## src/rtl/draw_scheduler.sv

```systemverilog
// draw_scheduler: arbitrates the shared rectangle drawer between the press mover
// (requester 0) and the garbage mover (requester 1). Each granted request runs an
// erase-old pass followed by a draw-new pass. Before each pass the drawer's pixel
// counters are restarted, and the VGA write is enabled for exactly W*H cycles per pass.
//
// state  | meaning
// -------+-----------------------------------------------------------------
// IDLE   | waiting for a request; ack is combinational and fields are captured
// LOAD_E | one cycle: drawer counters held in reset, erase/old position set up
// ERASE  | N cycles of plot_en with drw_erase=1 and drw_pos=old
// LOAD_D | one cycle: drawer counters held in reset, draw/new position set up
// DRAW   | N cycles of plot_en with drw_erase=0 and drw_pos=new
// DONE   | one cycle: done pulse for the granted requester
module draw_scheduler #(
  parameter int PRESS_W = 40,
  parameter int PRESS_H = 60,
  parameter int GARB_W  = 20,
  parameter int GARB_H  = 20,
  parameter int CNT_W   = 12
) (
  input  logic       clk,
  input  logic       reset_n,
  input  logic       p_req,
  input  logic [2:0] p_old,
  input  logic [2:0] p_new,
  input  logic       p_first,
  output logic       p_ack,
  output logic       p_done,
  input  logic       g_req,
  input  logic [2:0] g_old,
  input  logic [2:0] g_new,
  input  logic       g_first,
  output logic       g_ack,
  output logic       g_done,
  output logic       drw_item,
  output logic       drw_erase,
  output logic [2:0] drw_pos,
  output logic       drw_rst_n,
  output logic       plot_en,
  output logic       busy
);

  typedef enum logic [2:0] {
    S_IDLE   = 3'd0,
    S_LOAD_E = 3'd1,
    S_ERASE  = 3'd2,
    S_LOAD_D = 3'd3,
    S_DRAW   = 3'd4,
    S_DONE   = 3'd5
  } state_t;

  // Terminal counts are elaborated constants so no multiplier is built.
  localparam int                 N_PRESS    = PRESS_W * PRESS_H;
  localparam int                 N_GARB     = GARB_W * GARB_H;
  localparam logic [CNT_W-1:0]   LAST_PRESS = CNT_W'(N_PRESS - 1);
  localparam logic [CNT_W-1:0]   LAST_GARB  = CNT_W'(N_GARB - 1);

  state_t           state_q, state_d;
  logic [CNT_W-1:0] cnt_q, cnt_d;
  logic             item_q, item_d;
  logic [2:0]       old_q, old_d;
  logic [2:0]       new_q, new_d;
  logic             last_g_q, last_g_d;
  logic             erase_q, erase_d;
  logic [2:0]       pos_q, pos_d;

  logic             grant_p;
  logic             grant_g;
  logic             sel_first;
  logic [2:0]       sel_old;
  logic [2:0]       sel_new;
  logic [CNT_W-1:0] last_cnt;

  // Arbitration, next-state and capture logic; last_g_q=1 means press wins a tie.
  always_comb begin
    grant_p   = p_req & (~g_req | last_g_q);
    grant_g   = g_req & (~p_req | ~last_g_q);
    sel_first = grant_p ? p_first : g_first;
    sel_old   = grant_p ? p_old   : g_old;
    sel_new   = grant_p ? p_new   : g_new;
    last_cnt  = item_q ? LAST_PRESS : LAST_GARB;

    state_d  = state_q;
    cnt_d    = cnt_q;
    item_d   = item_q;
    old_d    = old_q;
    new_d    = new_q;
    last_g_d = last_g_q;
    erase_d  = erase_q;
    pos_d    = pos_q;

    case (state_q)
      S_IDLE: begin
        cnt_d = '0;
        if (grant_p || grant_g) begin
          item_d   = grant_p;
          old_d    = sel_old;
          new_d    = sel_new;
          last_g_d = grant_g;
          if (sel_first) begin
            state_d = S_LOAD_D;
            erase_d = 1'b0;
            pos_d   = sel_new;
          end else begin
            state_d = S_LOAD_E;
            erase_d = 1'b1;
            pos_d   = sel_old;
          end
        end
      end
      S_LOAD_E: begin
        state_d = S_ERASE;
        cnt_d   = '0;
      end
      S_ERASE: begin
        if (cnt_q == last_cnt) begin
          state_d = S_LOAD_D;
          cnt_d   = '0;
          erase_d = 1'b0;
          pos_d   = new_q;
        end else begin
          cnt_d = cnt_q + CNT_W'(1);
        end
      end
      S_LOAD_D: begin
        state_d = S_DRAW;
        cnt_d   = '0;
      end
      S_DRAW: begin
        if (cnt_q == last_cnt) begin
          state_d = S_DONE;
          cnt_d   = '0;
        end else begin
          cnt_d = cnt_q + CNT_W'(1);
        end
      end
      S_DONE: begin
        state_d = S_IDLE;
      end
      default: begin
        state_d = S_IDLE;
        cnt_d   = '0;
      end
    endcase
  end

  // State and captured-request registers with synchronous active-low reset.
  always_ff @(posedge clk) begin
    if (!reset_n) begin
      state_q  <= S_IDLE;
      cnt_q    <= '0;
      item_q   <= 1'b0;
      old_q    <= 3'd0;
      new_q    <= 3'd0;
      last_g_q <= 1'b1;
      erase_q  <= 1'b1;
      pos_q    <= 3'd0;
    end else begin
      state_q  <= state_d;
      cnt_q    <= cnt_d;
      item_q   <= item_d;
      old_q    <= old_d;
      new_q    <= new_d;
      last_g_q <= last_g_d;
      erase_q  <= erase_d;
      pos_q    <= pos_d;
    end
  end

  // Strobes are gated by reset_n so an asserted reset silences the drawer at once.
  always_comb begin
    p_ack     = reset_n & (state_q == S_IDLE) & grant_p;
    g_ack     = reset_n & (state_q == S_IDLE) & grant_g;
    p_done    = reset_n & (state_q == S_DONE) & item_q;
    g_done    = reset_n & (state_q == S_DONE) & ~item_q;
    plot_en   = reset_n & ((state_q == S_ERASE) | (state_q == S_DRAW));
    drw_rst_n = reset_n & (state_q != S_LOAD_E) & (state_q != S_LOAD_D);
    busy      = reset_n & (state_q != S_IDLE);
    drw_item  = item_q;
    drw_erase = erase_q;
    drw_pos   = pos_q;
  end

endmodule
```

## config.mk

```make
export PLATFORM = sky130hd
export DESIGN_NAME = draw_scheduler
export DESIGN_NICKNAME = d
export VERILOG_FILES = /design/src/rtl/draw_scheduler.sv
export SDC_FILE = /design/constraint.sdc
export NUM_CORES = 1
export LEC_CHECK = 0
export CAP_MARGIN = 15
export CORE_MARGIN = 2
export CORE_UTILIZATION = 50
export CTS_CLUSTER_DIAMETER = 200
export DETAILED_ROUTE_END_ITERATION = 10
export PLACE_DENSITY = 0.8
export REMOVE_ABC_BUFFERS = 1
export SYNTH_ARGS = -nofsm -noshare
export SYNTH_HDL_FRONTEND = slang
export SYNTH_SLANG_ARGS = --single-unit
```

## constraint.sdc

```tcl
create_clock -name clk -period 2.1 [get_ports clk]
set_input_delay 0.525 -clock clk [delete_from_list [all_inputs] [get_ports clk]]
set_output_delay 0.525 -clock clk [all_outputs]
set_load 0.005 [all_outputs]
```

Word-level counts from Yosys, hierarchy flattened --
Index checks and enable logic that the tools add are counted.
Operators by class: add/sub/neg operators 1, equality and inequality tests 11, muxes and demuxes 19, bitwise gates (word level) 19, reductions and logical operators 8
Operators with widths (number):
- 12-bit 2-to-1 mux | 2
- 3-bit 2-to-1 mux | 8
- 12-bit case mux with 2 select lines | 1
- 3-bit case mux with 5 select lines | 1
- 12-bit by 1-bit adder with 12-bit output, second input constant | 1
- 1-bit AND | 12
- 12-bit equality test | 1
- 3-bit by 2-bit equality test with 1-bit output, second input constant | 2
- 3-bit equality test, second input constant | 2
- 2-bit != test, second input constant | 3
- 3-bit case mux with 2 select lines | 1
- 3-bit AND reduction | 2
- 1-bit 2-to-1 mux | 4
- 1-bit inverter | 4
- 3-bit by 1-bit equality test with 1-bit output, second input constant | 1
- 3-bit zero test | 1
- 3-bit by 1-bit != test with 1-bit output, second input constant | 1
- 3-bit by 2-bit != test with 1-bit output, second input constant | 1
- 1-bit OR | 3
- 3-bit nonzero test | 1
- 2-bit 2-to-1 mux | 1
- 1-bit case mux with 2 select lines | 1
- 2-bit AND reduction | 1
- 2-bit nonzero test | 1
- 2 further kinds | 2
Word-level totals: bits in registers 24, bits of input ports 18, output and inout port bits 12, logic and storage cells 65

Longest topological paths before layout --
depth after elaboration 7, mapped depth 6, gate-level depth less buffers 5

Worst setup path after synthesis --
OpenSTA, ideal clock, no wires.
kind register -> output, start point register state_q[0], end point output g_done, arrival 1270 ps, data required time 1575 ps, slack 305 ps, stages on the path, launching flop included 6, buffers on the path 2, cell sequence dfxtp_1 -> clkbuf_1 -> and3b_1 -> buf_2 -> nand2_1 -> nor2_1
On the way: cells in the longest elaborated chain, start to end 3
Ends and longest elaborated chain:
- from (decl) | RTL line 58 | state_t state_q, state_d;
- from (signal assigned) | RTL line 159 | state_q <= state_d;
- 3-bit equality test | RTL line 175 | g_done = reset_n & (state_q == S_DONE) & ~item_q;
- 1-bit AND (2 in series) | RTL line 175
- to (decl) | RTL line 34 | output logic g_done,
No other way between the ends.

Worst setup path after layout --
start point register state_q[0], end point output busy
On the way: cells in the longest elaborated chain, start to end 2
Ends and longest elaborated chain:
- 3-bit nonzero test | RTL line 178 | busy = reset_n & (state_q != S_IDLE);
- 1-bit AND | RTL line 178
- to (decl) | RTL line 40 | output logic busy
No other way between the ends.

==> results by stage <==
Pwr:
- The clock network is responsible for 25.1% of the overall power.
- The cell-internal power is 0.0009660 W.
- The proportion of power drawn by flip-flops and latches is 40.2%.
- VDD sags by at most 608.4 uV.
- The leakage component of the power is 0.7697 nW.
- The combinational fraction of design power is 34.7%.
- The proportion of total power due to net switching is 29.59%.
- For this design the total switching power over the nets is 0.0004059 W.
- In this run the power density over the cells is ~700 mW/mm^2.

STA:
- Setup repair after global routing could not meet its margin everywhere.
- The fraction of the cycle the final worst path needs is between 90 and 100%.
- Setup violations remaining at the end of the flow were counted as 0.
- The number of failing hold endpoints at the final stage is 0.
- The worst relative slew slack is 70.86%.
- The number of max-slew violations in the final report is 0.
- The post-route worst setup slack is 50.22 ps.
- At the pin with the least slew margin, the transition time is 426.1 ps.
- Subtracting the final worst setup slack from the clock period gives 2050 ps.
- For this run, the top clock speed supported by timing is 487.9 MHz.
- Between clock sinks in the finished design, the worst skew comes to about 1.4 ps.

Critical path:
- STA classifies the critical path startpoint as a flop.
- STA classifies the critical path endpoint as an output pin.
- At the worst endpoint, the required time is 1570 ps.
- The critical path in this run is classified as flop to output pin.
- STA puts the critical path data arrival time at about 1500 ps.
- Of all nets on the critical path, the largest fanout is 5.

Yosys:
- The number of synthesized register bits is 24.
- The share of flip-flops with an asynchronous set or reset after synthesis is 0%.
- The number of enable-type register cells in the synthesized netlist is 0.
- The proportion of synthesized chip area in sequential cells is between 30% and 40%.
- The per-instance average area after synthesis is 8.356 um^2.
- The synthesized netlist contains 53 unique library cells.
- The mapped cell area is about 0.0014 mm^2.
- In the synthesized netlist the dominant register cell turns out to be dfxtp_1.
- The synthesized instance count is 171.
- During synthesis, Yosys emitted a total of 0 warnings.

Detailed routing:
- The final layout contains routed wiring with a total length of approximately 3.8 mm.
- Summing over every cut layer, the via total after detailed routing is 1475.
- The detail-routed net length per standard cell is 15.06 um.
- In the routed design, unresolved DRC markers number 0.
- The initial DRC count is 59.
- The iteration count of the initial detailed-routing pass is 4.
- The remaining antenna violation count is 0.
- The post-detailed-route via-to-cell ratio is slightly below 6.

Global route:
- The total global routing overflow is 0.
- The number of global-route vias before repair is 1434.
- The number of antenna violations at the first check in global routing came to 0.
- The total global-route track usage is 23.16%.
- Entering global routing, the biggest net connects 15 pins.
- The global-route wire length before repair is 6.092 mm.

Placed design:
- Buffers placed on the I/O ports in this run total 29.
- The routability congestion estimate is roughly 0.86.
- The wire-length estimate of the detail-placed layout is 2.918 mm.
- At the placement stage, the worst setup path has a slack of -428.8 ps.

Clock tree:
- The number of clock sinks is 24.
- In this run the number of H-tree levels came out at 1.
- Counting the buffers created by CTS gives 3.
- Clock tree synthesis selected as its root buffer the cell clkbuf_4.
- The CTS tree is yes.
- The clock latency on the worst-skew pair is 320 ps.
- The clock slew at the register clock pins of the worst setup and hold paths is 140 ps.
- The number of buffers between clock root and the deepest sink is 2.

Cells and area:
- In the final layout, the multi-input gates occupy 908.4 um^2.
- The register cell area after layout is 486.7 um^2.
- The end-of-flow core utilization is 72.40%.
- 0 antenna diodes ended up in the layout.
- The number of fillers in the final layout is 201.
- After the last flow step, the layout net total stands at 240.
- Relative to the synthesized area, the layout overhead comes to 38.53%.
- The share of post-route cells with drive strength above 1 is 23.64%.

Run:
- The number of maximum-capacitance violations is 0.

Die:
- 30 I/O pins were placed.
- The horizontal extent of the die is around 57 um.
- The height of the die is ~57 um.
- Row generation in the floorplan step produced 19 rows.
- The floorplan step defined a die boundary enclosing 0.003301 mm^2.
- The initial cell density of the core is 52.27%.
- The total area inside the core boundary comes to 0.002734 mm^2.

Status:
- The run finished with clean final reports.

Hold path:
- The path class of the tightest hold or removal check is flop to flop.
final timing paths:
check | startpoint | endpoint | slack (ps) | cells past startpoint
worst min register to register | new_q[1] | new_q[1] | 510 | 2
worst max register to register | state_q[1] | drw_erase | 140 | 5
worst max-delay path | state_q[0] | busy | 50 | 4
worst min-delay path | new_q[1] | new_q[1] | 510 | 2
cells in the final DEF (no fill, tap or decap), types with 4 or more instances in the layout:
master and count:
buf_4 23, clkdlybuf4s50_1 22, or3_1 4, and2_1 4, nand2_1 10, mux2i_1 7, xnor2_1 6, inv_1 7
o21ai_0 8, nor2_1 13, a21oi_1 7, nand3_1 13, nand2b_1 4, dfxtp_1 21
metrics by stage:
stage / cells / setup TNS (ps) / hold WS (ps) / power, W / cell area [um^2]
2_1_floorplan: 163 / 0 / 466.0 / 0.0007633 / 1389
3_3_place_gp: 245 / -2366 / 481.2 / 0.0009913 / 1883
3_5_place_dp: 245 / -2544 / 493.5 / 0.001010 / 1883
4_1_cts: 251 / 0 / 512.0 / 0.001356 / 1961
5_1_grt: 251 / -20.15 / 547.3 / 0.001444 / 1979
6_report: 251 / 0 / 514.0 / 0.001372 / 1979
cells by family (layout without fill, tap and decap cells):
kind of cell             after synthesis  count (layout)  synth area share [%]
AO/OA/AOI/OAI                         43              43                 21.89
XOR/XNOR                               6               6                 3.678
adder cells (fa/ha/maj)                1               1                0.8755
buffers and inverters                 16              65                 4.904
flip-flops                            24              24                 33.63
multiplexers                           8               8                 5.954
AND/OR/NAND/NOR                       73              73                 29.07
critical path, stage by stage (launching register included):
cell and delay (ps):
dfxtp_4 390, nor3_4 210, buf_6 140, nor2_1 40, clkdlybuf4s50_1 440
metal layers:
| metal | track usage (%) | part of all wire, % |
|---|---|---|
| met5 | 0 | 0 |
| met4 | 8.638 | 2.5 |
| met3 | 3.175 | 3.6 |
| met2 | 42.86 | 53 |
| met1 | 26.69 | 41 |
registers in the layout, indices dropped and copies added, names as in the netlist:
register and cells:
cnt_q 12, drw_erase 1, drw_item 1, drw_pos 3, last_g_q 1, new_q 3
state_q 3
power by group through the flow:
stage	Combinational [W]	Sequential, W	Clock, W
after floorplan	0.000203	0.000560	0
after global placement	0.000444	0.000547	0
after detailed placement	0.000458	0.000552	0
after CTS	0.000463	0.000546	0.000347
after global routing	0.000516	0.000558	0.000370
final	0.000476	0.000552	0.000344
area by class of cell:
cell class              instances  share of cell area [%]
flip-flops and latches         24                   24.59
clock buffers                   3                   1.138
inverters                       8                   1.517
well taps                      31                   1.960
clock inverters                 1                   1.517
repair buffers                 53                   23.39
multi-input cells             131                   45.89
synth_stat cells, types with 2 or more instances:
library cell,n,area [um^2]
dfxtp_1,24,480.5
nor2_1,14,52.55
nand3_1,13,65.06
nand2_1,11,41.29
inv_1,8,30.03
o21ai_0,8,40.04
a21oi_1,7,35.03
mux2i_1,7,70.07
xnor2_1,6,52.55
clkbuf_1,5,18.77
and2_1,4,25.02
nand2b_1,4,25.02
nor3_1,4,20.02
or3_1,4,25.02
a221oi_1,3,26.28
a311oi_1,3,26.28
a31oi_1,3,18.77
a2111oi_0,2,17.52
a22oi_1,2,15.01
a31o_2,2,17.52
buf_2,2,10.01
nand3b_1,2,15.01
nor3b_1,2,15.01
or2_2,2,12.51
what timing repair did:
action / CTS / global route
endpoints found under the setup margin: 7 / 5
buffers inserted: 2 / 0
hold buffers: 0 / 0
pin swaps: 2 / 0
gates resized for setup: 15 / 12
No activity file was read; power rests on OpenSTA's default activity.
